<file path="src/rtl/mvm_stream_loader.sv">
// mvm_stream_loader
//   Gathers one frame from an upstream stream into a local buffer: K*K
//   matrix words (row-major), then K vector words. It then replays the frame
//   to a matrix-vector multiplier as a fixed pulse/data sequence:
//     loadMatrix, K*K matrix words, loadVector, K vector words, start.
//   It then waits for the multiplier's done pulse. The next frame may be
//   collected while waiting. If it is complete by the time done arrives, the
//   following replay begins on the very next cycle.
//
// Ports
//   clk        : clock, all state changes on the rising edge
//   reset      : asynchronous, active-low reset
//   s_data     : upstream word (signed, B bits)
//   s_valid    : upstream word valid
//   s_ready    : this block takes a word this cycle
//   loadMatrix : one-cycle pulse that opens matrix load in the multiplier
//   loadVector : one-cycle pulse that opens vector load in the multiplier
//   start      : one-cycle pulse that starts the multiplication
//   data_out   : word driven to the multiplier data input (0 when idle)
//   done       : multiplier completion pulse
//   busy       : high in every state except FILL
//   err        : sticky flag, set by a done pulse that arrives outside WAIT
//   state_dbg  : current FSM state (FILL=0 LD_M=1 GAP=2 LD_V=3 STRT=4 WAIT=5)
//
// Upstream handshake: a word moves on a rising edge where s_valid and s_ready
// are both high. s_ready depends only on registered state, so it never
// depends on s_valid. A word offered while s_ready is low stays with the
// sender. It is neither lost nor an error.

module mvm_stream_loader #(
  parameter int K = 4,
  parameter int B = 8
) (
  input  logic                clk,
  input  logic                reset,
  input  logic signed [B-1:0] s_data,
  input  logic                s_valid,
  output logic                s_ready,
  output logic                loadMatrix,
  output logic                loadVector,
  output logic                start,
  output logic signed [B-1:0] data_out,
  input  logic                done,
  output logic                busy,
  output logic                err,
  output logic [2:0]          state_dbg
);

  localparam int KK = K * K;
  localparam int N  = KK + K;                    // words per frame
  localparam int PW = $clog2(N + 1);             // pointer width, holds 0..N
  localparam int IW = (N > 1) ? $clog2(N) : 1;   // buffer index width

  typedef enum logic [2:0] {
    S_FILL = 3'd0,
    S_LD_M = 3'd1,
    S_GAP  = 3'd2,
    S_LD_V = 3'd3,
    S_STRT = 3'd4,
    S_WAIT = 3'd5
  } state_t;

  state_t              state;
  state_t              state_nxt;
  logic [PW-1:0]       wcnt;
  logic [PW-1:0]       rcnt;
  logic [PW-1:0]       rd_ptr;
  logic signed [B-1:0] buffer [N];
  logic                accept;
  logic                frame_full;

  assign accept = s_valid && s_ready;

  // The frame counts as complete when it already holds N words, or when the
  // last word is taken this cycle. This lets a done pulse that coincides with
  // the final word launch the next replay on the following cycle.
  assign frame_full = (wcnt == PW'(N)) || (accept && (wcnt == PW'(N - 1)));

  // ---------------------------------------------------------------- state reg
  always_ff @(posedge clk or negedge reset) begin
    if (!reset) begin
      state <= S_FILL;
    end else begin
      state <= state_nxt;
    end
  end

  // --------------------------------------------------------------- next state
  always_comb begin
    state_nxt = state;
    case (state)
      S_FILL: if (frame_full) state_nxt = S_LD_M;
      S_LD_M: if (rcnt == PW'(KK)) state_nxt = S_GAP;
      S_GAP:  state_nxt = S_LD_V;
      S_LD_V: if (rcnt == PW'(N - 1)) state_nxt = S_STRT;
      S_STRT: state_nxt = S_WAIT;
      S_WAIT: if (done) state_nxt = frame_full ? S_LD_M : S_FILL;
      default: state_nxt = S_FILL;
    endcase
  end

  // ---------------------------------------------------------------- counters
  // In LD_M, rcnt counts cycles within the state. Cycle 0 carries the
  // loadMatrix pulse, and cycle c (c >= 1) carries matrix word c-1. In LD_V,
  // rcnt is the buffer address of the vector word being driven.
  always_ff @(posedge clk or negedge reset) begin
    if (!reset) begin
      wcnt <= '0;
      rcnt <= '0;
    end else begin
      if (state == S_STRT) begin
        wcnt <= '0;
      end else if (accept) begin
        wcnt <= wcnt + PW'(1);
      end
      case (state)
        S_LD_M:  rcnt <= rcnt + PW'(1);
        S_GAP:   rcnt <= PW'(KK);
        S_LD_V:  rcnt <= rcnt + PW'(1);
        default: rcnt <= '0;
      endcase
    end
  end

  always_ff @(posedge clk or negedge reset) begin
    if (!reset) begin
      err <= 1'b0;
    end else if (done && (state != S_WAIT)) begin
      err <= 1'b1;
    end
  end

  // Buffer contents survive reset. The write pointer alone defines the frame.
  always_ff @(posedge clk) begin
    if (accept) begin
      buffer[wcnt[IW-1:0]] <= s_data;
    end
  end

  // ----------------------------------------------------------------- outputs
  always_comb begin
    rd_ptr     = (state == S_LD_M) ? (rcnt - PW'(1)) : rcnt;
    s_ready    = ((state == S_FILL) || (state == S_WAIT)) && (wcnt < PW'(N));
    loadMatrix = (state == S_LD_M) && (rcnt == '0);
    loadVector = (state == S_GAP);
    start      = (state == S_STRT);
    busy       = (state != S_FILL);
    state_dbg  = state;
    data_out   = '0;
    if (((state == S_LD_M) && (rcnt != '0)) || (state == S_LD_V)) begin
      data_out = buffer[rd_ptr[IW-1:0]];
    end
  end

endmodule

</file>
<file path="config.mk">
export PLATFORM = sky130hd
export DESIGN_NAME = mvm_stream_loader
export DESIGN_NICKNAME = d
export VERILOG_FILES = /design/src/rtl/mvm_stream_loader.sv
export SDC_FILE = /design/constraint.sdc
export NUM_CORES = 1
export LEC_CHECK = 0
export CORE_MARGIN = 2
export CORE_UTILIZATION = 50
export CTS_CLUSTER_DIAMETER = 50
export DETAILED_ROUTE_END_ITERATION = 8
export GPL_TIMING_DRIVEN = 0
export PLACE_DENSITY = 0.68
export SLEW_MARGIN = 0
export SYNTH_ARGS = -nofsm -noshare
export SYNTH_HDL_FRONTEND = slang
export SYNTH_SLANG_ARGS = --single-unit
export TNS_END_PERCENT = 30
</file>
<file path="constraint.sdc">
create_clock -name clk -period 3.1 [get_ports clk]
set_clock_uncertainty 0.1 [all_clocks]
set_input_delay 0.465 -clock clk [delete_from_list [all_inputs] [get_ports clk]]
set_output_delay 0.465 -clock clk [all_outputs]
set_load 0.05 [all_outputs]
</file>
# Yosys cells after proc, flatten, opt, wreduce, memory -nomap -nowiden
# Memories as Yosys holds them, arrays and structs flattened.
# Index checks and enable logic that the tools add are counted.
[classes]
eq_ne = 14
order_cmp = 1
n_reduce_logical = 16
multipliers = 0
add_sub_neg = 3
shift = 0
bitwise = 0
n_mux = 13
n_div = 0
[op_table]
columns = ["op", "n"]
rows = [
  ["$eq A5 B5 Y1 const B", 4],
  ["$pmux W3 S6", 1],
  ["$mux W5", 3],
  ["$mux W3", 4],
  ["$add A5 B1 Y5 const B", 2],
  ["$pmux W5 S2", 1],
  ["$mux W8", 1],
  ["$ne A2 B2 Y1 const B", 4],
  ["$eq A3 B2 Y1 const B", 2],
  ["$eq A3 B3 Y1 const B", 2],
  ["$logic_and A1 B1 Y1", 6],
  ["$logic_not A5 Y1", 1],
  ["$lt A5 B5 Y1 const B", 1],
  ["$reduce_bool A5 Y1", 1],
  ["$sub A5 B1 Y5 const B", 1],
  ["$reduce_and A4 Y1", 1],
  ["$eq A3 B1 Y1 const B", 1],
  ["$logic_not A3 Y1", 1],
  ["$logic_or A1 B1 Y1", 3],
  ["$mux W1", 3],
  ["$ne A3 B3 Y1 const B", 1],
  ["$reduce_bool A3 Y1", 1],
  ["$reduce_bool A2 Y1", 1],
  ["$reduce_or A2 Y1", 1],
]
[word_totals]
memories = 1
out_inout_bits = 17
regBits = 14
latch_bits = 0
in_bits = 12
romBits = 0
mem_bits_rw = 160
[memory_table]
columns = ["name", "depth", "width", "rd", "rd_ports_with_merged_regs", "wr", "line_no", "text"]
rows = [
  ["buffer", 20, 8, 1, 0, 1, "68", "logic signed [B-1:0] buffer [N];"],
]

# Logic depth before layout (Yosys ltp)
# Gate-level depths: netlist of run 1.
[logic_depth]
depth_word = 9
ltp_mapped = 9

# Least setup slack after synthesis of run 1
# Ideal clock, no wire load.
[synth_timing]
path_type = "reg2out"
start = "reg state[0], in the netlist state_dbg[0]"
end = "out data_out[6]"
arrival_time_ns = 3.518
stages_incl_launch_ff = 8
path_buffers = 1
setup_slack_ns = -0.983
cell_sequence = "dfrtp_1 -> nor3b_2 -> xnor2_2 -> clkbuf_1 -> nand2_1 -> nand3_1 -> nand3_1 -> nor4_1"
[synth_between]
elab_chain_cells = 4
[synth_lines]
columns = ["element", "line_no", "text"]
rows = [
  ["start: declaration", "63", "state_t state;"],
  ["start signal: assignment", "84", "state <= state_nxt;"],
  ["$eq A3 B1 Y1", "142, 150", ""],
  ["$mux W5 or $logic_and A1 B1 Y1 (tied branches)", "142, 150", ""],
  ["$mem_v2 Z20 W8 or $logic_or A1 B1 Y1 (tied branches)", "n/a", ""],
  ["$mux W8 (*)", "150", "if (((state == S_LD_M) && (rcnt != '0)) || (state == S_LD_V)) begin"],
  ["end: declaration", "42", "output logic signed [B-1:0] data_out,"],
]
# Every way passes the cells marked *; elsewhere a longest branch is shown, timed or not.

# Worst setup path after layout of run 1
[layout_timing]
start = "reg rcnt[0]"
end = "out data_out[0]"
[layout_between]
elab_chain_cells = 4
[layout_lines]
columns = ["element", "line_no", "text"]
rows = [
  ["start: declaration", "66", "logic [PW-1:0] rcnt;"],
  ["start signal: assignment", "117", "S_LD_M: rcnt <= rcnt + PW'(1);"],
  ["start signal: assignment", "118", "S_GAP: rcnt <= PW'(KK);"],
  ["start signal: assignment", "119", "S_LD_V: rcnt <= rcnt + PW'(1);"],
  ["$sub A5 B1 Y5 or $reduce_bool A5 Y1 (tied branches)", "142, 150", ""],
  ["$mux W5 or $logic_and A1 B1 Y1 (tied branches)", "142, 150", ""],
  ["$mem_v2 Z20 W8 or $logic_or A1 B1 Y1 (tied branches)", "n/a", ""],
  ["$mux W8 (*)", "150", ""],
]
# Marks and branches as above.

==> results of run 1 <==
-- cells by family (layout without fill, tap and decap cells) --
| kind of cell | count (synthesis) | in the layout | synth area share, % |
|---|---|---|---|
| xor gates and xnor gates | 11 | 11 | 1.77 |
| muxes | 23 | 23 | 3.12 |
| DFF | 174 | 174 | 69.9 |
| buffers and inverters | 35 | 118 | 2.39 |
| adders and majority gates | 7 | 7 | 1.19 |
| and+or+nand+nor | 246 | 246 | 15.6 |
| AOI/OAI and AO/OA | 62 | 62 | 5.96 |
-- layout make-up --
class	instances	area share, %
flip-flops and latches	174	56.1
multi-input cells	349	25.5
repair buffers	53	6.39
clock buffers	18	4.66
plain buffers	25	2.51
well taps	184	2.50
clock inverters	14	2.07
inverters	8	0.326
-- metal layers --
| metal | global-route usage (%) | part of all wire [%] | wire length (µm) | vias up |
|---|---|---|---|---|
| li1 | - | - | - | 2205 |
| met1 | 30.8 | 42 | 7370 | 2362 |
| met2 | 37.5 | 49 | 8620 | 189 |
| met3 | 4.15 | 6.2 | 1090 | 28 |
| met4 | 8.76 | 2.0 | 342 | 0 |
| met5 | 0 | 0 | 0 | - |
-- through the flow --
| step | hold WS [ps] | setup WS (ps) |
|---|---|---|
| final | 335 | -425 |
| after global routing | 408 | -497 |
| after CTS | 361 | -362 |
| after detailed placement | 361 | -983 |
| after global placement | 341 | -919 |
| after floorplan | 69.4 | -55.7 |
-- cell usage in the layout, fill, tap and decap left out, types with 5 or more instances in the layout --
cell type	instances
buf_12	7
clkdlybuf4s50_1	19
buf_4	19
clkbuf_16	18
mux2i_1	22
a21oi_1	16
nor4_4	8
edfxtp_1	160
buf_6	16
nand3_1	47
inv_1	6
a32oi_1	7
nand2_1	121
ha_1	6
a32o_1	5
nand4_1	5
nor2_1	40
a21oi_2	9
dfrtp_1	10
-- repair_timing --
action | 4_1_cts | 5_1_grt
hold endpoints to repair | 0 | 0
pin swaps | 12 | 8
setup endpoints to repair | 9 | 9
buffers inserted | 13 | 10
gates resized for setup | 118 | 32
gates cloned | 2 | 1
-- worst paths after layout --
kind	endpoint	cells after the start	slack, ps	start
max	data_out[0]	11	-430	rcnt[0]
min	err	1	330	reset
max reg2reg	buffer[15][1]	5	290	wcnt[2]
min reg2reg	err	1	370	err
max in group asynchronous	rcnt[0]	1	2110	reset
min in group clk	err	1	370	err
-- state kept, by name (all words and copies together) (netlist names) --
register,count
buffer,160
err,1
rcnt,5
state_dbg,3
wcnt,5
-- critical path: cells and delay by family, from the launching register on --
family | cells | cell delay (ps)
AND/OR/NAND/NOR | 2 | 650
buffers and inverters | 4 | 600
flip-flops | 1 | 420
XOR/XNOR | 1 | 240
adder cells (fa/ha/maj) | 1 | 140
AO/OA/AOI/OAI | 3 | 460
==> impl_metrics.ini, run 1 <==
[status]
status = complete, but fails checks
violations = negative setup slack

[sta]
fin_crit_sh_pct = 114
rsz0062_at_grt = yes
maxSlewViolCount = 0
hold_viol_final = 0
setup_viol = 8
tns_ps = -2820
fmax_mhz = 284
relSlewSlack_pct = 40.3
period_needed_ps = 3530
fin_ws_ps = -425
worst_pin_slew_ps = 893

[detailed_routing]
vias = 4784
detail_route.iter0.violations = 534
drc_errors = 0
drt.antenna.violating_nets = 0
dr.pass1.iters = 5
via_per_inst = 5.80
routedWlPerCell_um = 21.1
drt_wl_total_um = 17400

[floorplan]
initial_utilization_pct = 50.9
io_pins = 29
die_y_um = 125
coreArea_mm2 = 0.0145
num_rows = 44
die_area_mm2 = 0.0157
die_w_um = 125

[finish]
fin_util_pct = 63.6
nNetsFinal = 647
diodes = 0
final_cells = 825
fill_cells = 1067
syn_to_final_growth_pct = 24.9
finalInstanceArea_mm2 = 0.00921
multi_input_area_mm2 = 0.00235
layout.area.seq_mm2 = 0.00516
layout-drive-gt1-share_pct = 22.0

[synth]
synth_area_mm2 = 0.00737
syn_avg_cell_area_um2 = 13.2
ys_top_cells_by_area = edfxtp_1 65%, nand2_1 6.3%, dfrtp_1 4.8%
synth_edf_count = 160
synth_area_leader_cell = edfxtp_1
ys_seq_area_share_pct = 69.9
syn-num-nets = 577
yosysTopAreaCellShare_pct = 65.2
synth_most_common_cell = edfxtp_1
postSynthCellCount = 558
ys.flop_type = edfxtp_1
synth-seq-cells = 174
ys_async_sr_fraction_pct = 8.05
synth_cell_type_count = 46
synth.top_cells.by_count = 160 x edfxtp_1, 124 x nand2_1, 48 x nand3_1, 41 x nor2_1, 27 x a21oi_1
yosys_warnings = 0

[placed_design]
numPortBuffers = 28
dpl.cell_count = 770
place_congestion = 0.843
dp_hpwl_um = 11200
dpl_cell_area_mm2 = 0.00798

[critical_path]
crit_type = flop to output port
cpMaxStageDelayCell = dfrtp_2
worstPathRequired_ps = 2530
cp.arrival_ps = 2960
end_kind = output port
crit_chain = inv_2 -> ha_4 -> and4bb_4 -> xor2_4 -> buf_12 -> buf_16 -> a21oi_4 -> a32o_2 -> o2bb2ai_4 -> nor4_4 -> buf_6
slowest_delay_ps = 420
cp_max_fo = 7
startpoint_type = flop

[cts]
cts_made_buffers = 17
cts_tree = built
ctsHtreeMaxLevel = 4
clk_path_buf_depth = 2
root_buffer = clkbuf_16
cts_sinks = 174
cts.hold.buffers_added = 0
worstSkewPairLatency_ps = 430
path_clk_slew_ps = 70

[global_route]
grt_pass1_vias = 4773
grt_max_degree = 21
overflow = 0
antenna_found_initial = 0
track_usage_pct = 22.9
grt_first_pass_wirelength_um = 26900

[min_path]
hp-class = input pin to async pin

[flow_run]
maxCapViolations = 0
Power of run 1 is not shown: default switching activity piles up to over one toggle a cycle in this logic, so the estimate is an artifact.
==> run 2, diff against run 1 <==
--- a/config.mk
+++ b/config.mk
@@ -5,12 +5,13 @@
 export SDC_FILE = /design/constraint.sdc
 export NUM_CORES = 1
 export LEC_CHECK = 0
+export CORE_ASPECT_RATIO = 0.9
 export CORE_MARGIN = 2
 export CORE_UTILIZATION = 50
 export CTS_CLUSTER_DIAMETER = 50
 export DETAILED_ROUTE_END_ITERATION = 8
 export GPL_TIMING_DRIVEN = 0
-export PLACE_DENSITY = 0.68
+export PLACE_DENSITY = 0.74
 export SLEW_MARGIN = 0
 export SYNTH_ARGS = -nofsm -noshare
 export SYNTH_HDL_FRONTEND = slang
==> impl_metrics.ini, run 2 (synthesis gave the netlist of run 1 again) <==
[global_route]
antenna_found_initial = 0
grt_first_pass_wirelength_um = 26300
overflow = 0
grt_max_degree = 21
track_usage_pct = 22.7
grt_pass1_vias = 4682

[finish]
largest_reg_flops = 160
syn_to_final_growth_pct = 24.0
finalInstanceArea_mm2 = 0.00914
diodes = 0
final_common_cell = edfxtp_1
layout-drive-gt1-share_pct = 22.6
mostFrequentLayoutCells = 160 x edfxtp_1, 121 x nand2_1, 47 x nand3_1
final_cells = 841
nNetsFinal = 650

[cts]
root_buffer = clkbuf_16
cts_sinks = 174
ctsHtreeMaxLevel = 4
worstSkewPairLatency_ps = 430
cts_tree = built
path_clk_slew_ps = 70
clk_path_buf_depth = 2
cts_made_buffers = 17

[detailed_routing]
routed.top_layer = met4
met2WireLength_um = 8650
dr.pass1.iters = 5
drt_wl_total_um = 17600
detail_route.iter0.violations = 416
wl_met3_um = 1220
drt.antenna.violating_nets = 0
via_per_inst = 5.79
vias = 4868
met1_length_um = 7270
drc_errors = 0
routedWlPerCell_um = 21.0

[critical_path]
path_common_cell = buf_6
r2r_end = buffer[7][7]
critPathLaunch = rcnt[1]
cp.arrival_ps = 2990
rr_worst_depth = 5
worstPathRequired_ps = 2530
cpMaxStageDelayCell = or4_4
end_kind = output port
startpoint_type = flop
slowest_delay_ps = 460
ff2ff_setup_slack_ps = 200
cp_max_fo = 8
cp-endpoint = data_out[1]
crit_type = flop to output port
crit_chain = buf_4 -> or3_4 -> or4_4 -> nand2_2 -> or3b_1 -> buf_6 -> o2bb2ai_2 -> nor4_4 -> buf_6
reg2reg_from = wcnt[2]

[floorplan]
num_rows = 42
coreArea_mm2 = 0.0146
die_w_um = 132
io_pins = 29
initial_utilization_pct = 50.6
die_area_mm2 = 0.0157
die_y_um = 119

[sta]
rsz0062_at_grt = yes
hold_slack_ps = 334
maxSlewViolCount = 0
worst_pin_slew_ps = 914
period_needed_ps = 3550
fin_ws_ps = -454
hold_viol_final = 0
fmax_mhz = 281
tns_ps = -3270
setup_viol = 8
relSlewSlack_pct = 38.8
fin_crit_sh_pct = 115

[placed_design]
place_congestion = 0.911
numPortBuffers = 28
dpl_cell_area_mm2 = 0.00800
dpl.cell_count = 784
dp_hpwl_um = 10800

[status]
status = complete, but fails checks
violations = negative setup slack

[min_path]
hp-class = input pin to async pin

[flow_run]
maxCapViolations = 0
==> run 2: how the worst min path moves through the flow <==
stage | cells past startpoint | end | startpoint
2_1_floorplan | 0 | err | reset
3_3_place_gp | 1 | err | err
3_5_place_dp | 1 | err | err
4_1_cts | 1 | err | reset
5_1_grt | 1 | err | reset
6_report | 1 | err | reset
==> run 2: per-stage QoR <==
stage / worst slack [ps] / utilization, %
floorplan: -55.7 / -
global route: -522 / 62.8
CTS: -394 / 61.2
global placement: -928 / 55.0
detailed placement: -982 / 55.0
finish: -454 / 62.8
==> run 2: per-layer routing <==
layer	up-vias	track usage, %
met1	2417	30.1
met3	48	5.58
met5	-	0
li1	2207	-
met4	0	9.24
met2	196	36.3
==> run 2: cell type report <==
class                      instances  area, µm²
fill                            1049       5420
clock inverter                    12       75.1
clock buffer                      19        433
timing repair buffer              57        612
inverter                           8       32.5
sequential                       174       5160
buffer                            24        200
tap                              198        248
multi-input combinational        349       2380
==> run 2: worst max-delay path, delay by kind of cell (launching register included) <==
family                 cells  cell delay (ps)
AO/OA/AOI/OAI              1              100
AND/OR/NAND/NOR            5             1500
flip-flops                 1              410
buffers and inverters      3              520
==> run 2: timing repair <==
item | CTS | global route
gates resized for setup | 114 | 36
buffers inserted | 14 | 14
endpoints found under the setup margin | 9 | 8
hold buffers | 0 | 0
gates cloned | 1 | 0
pin swaps | 8 | 15
Power of run 2 is left out for the same reason.
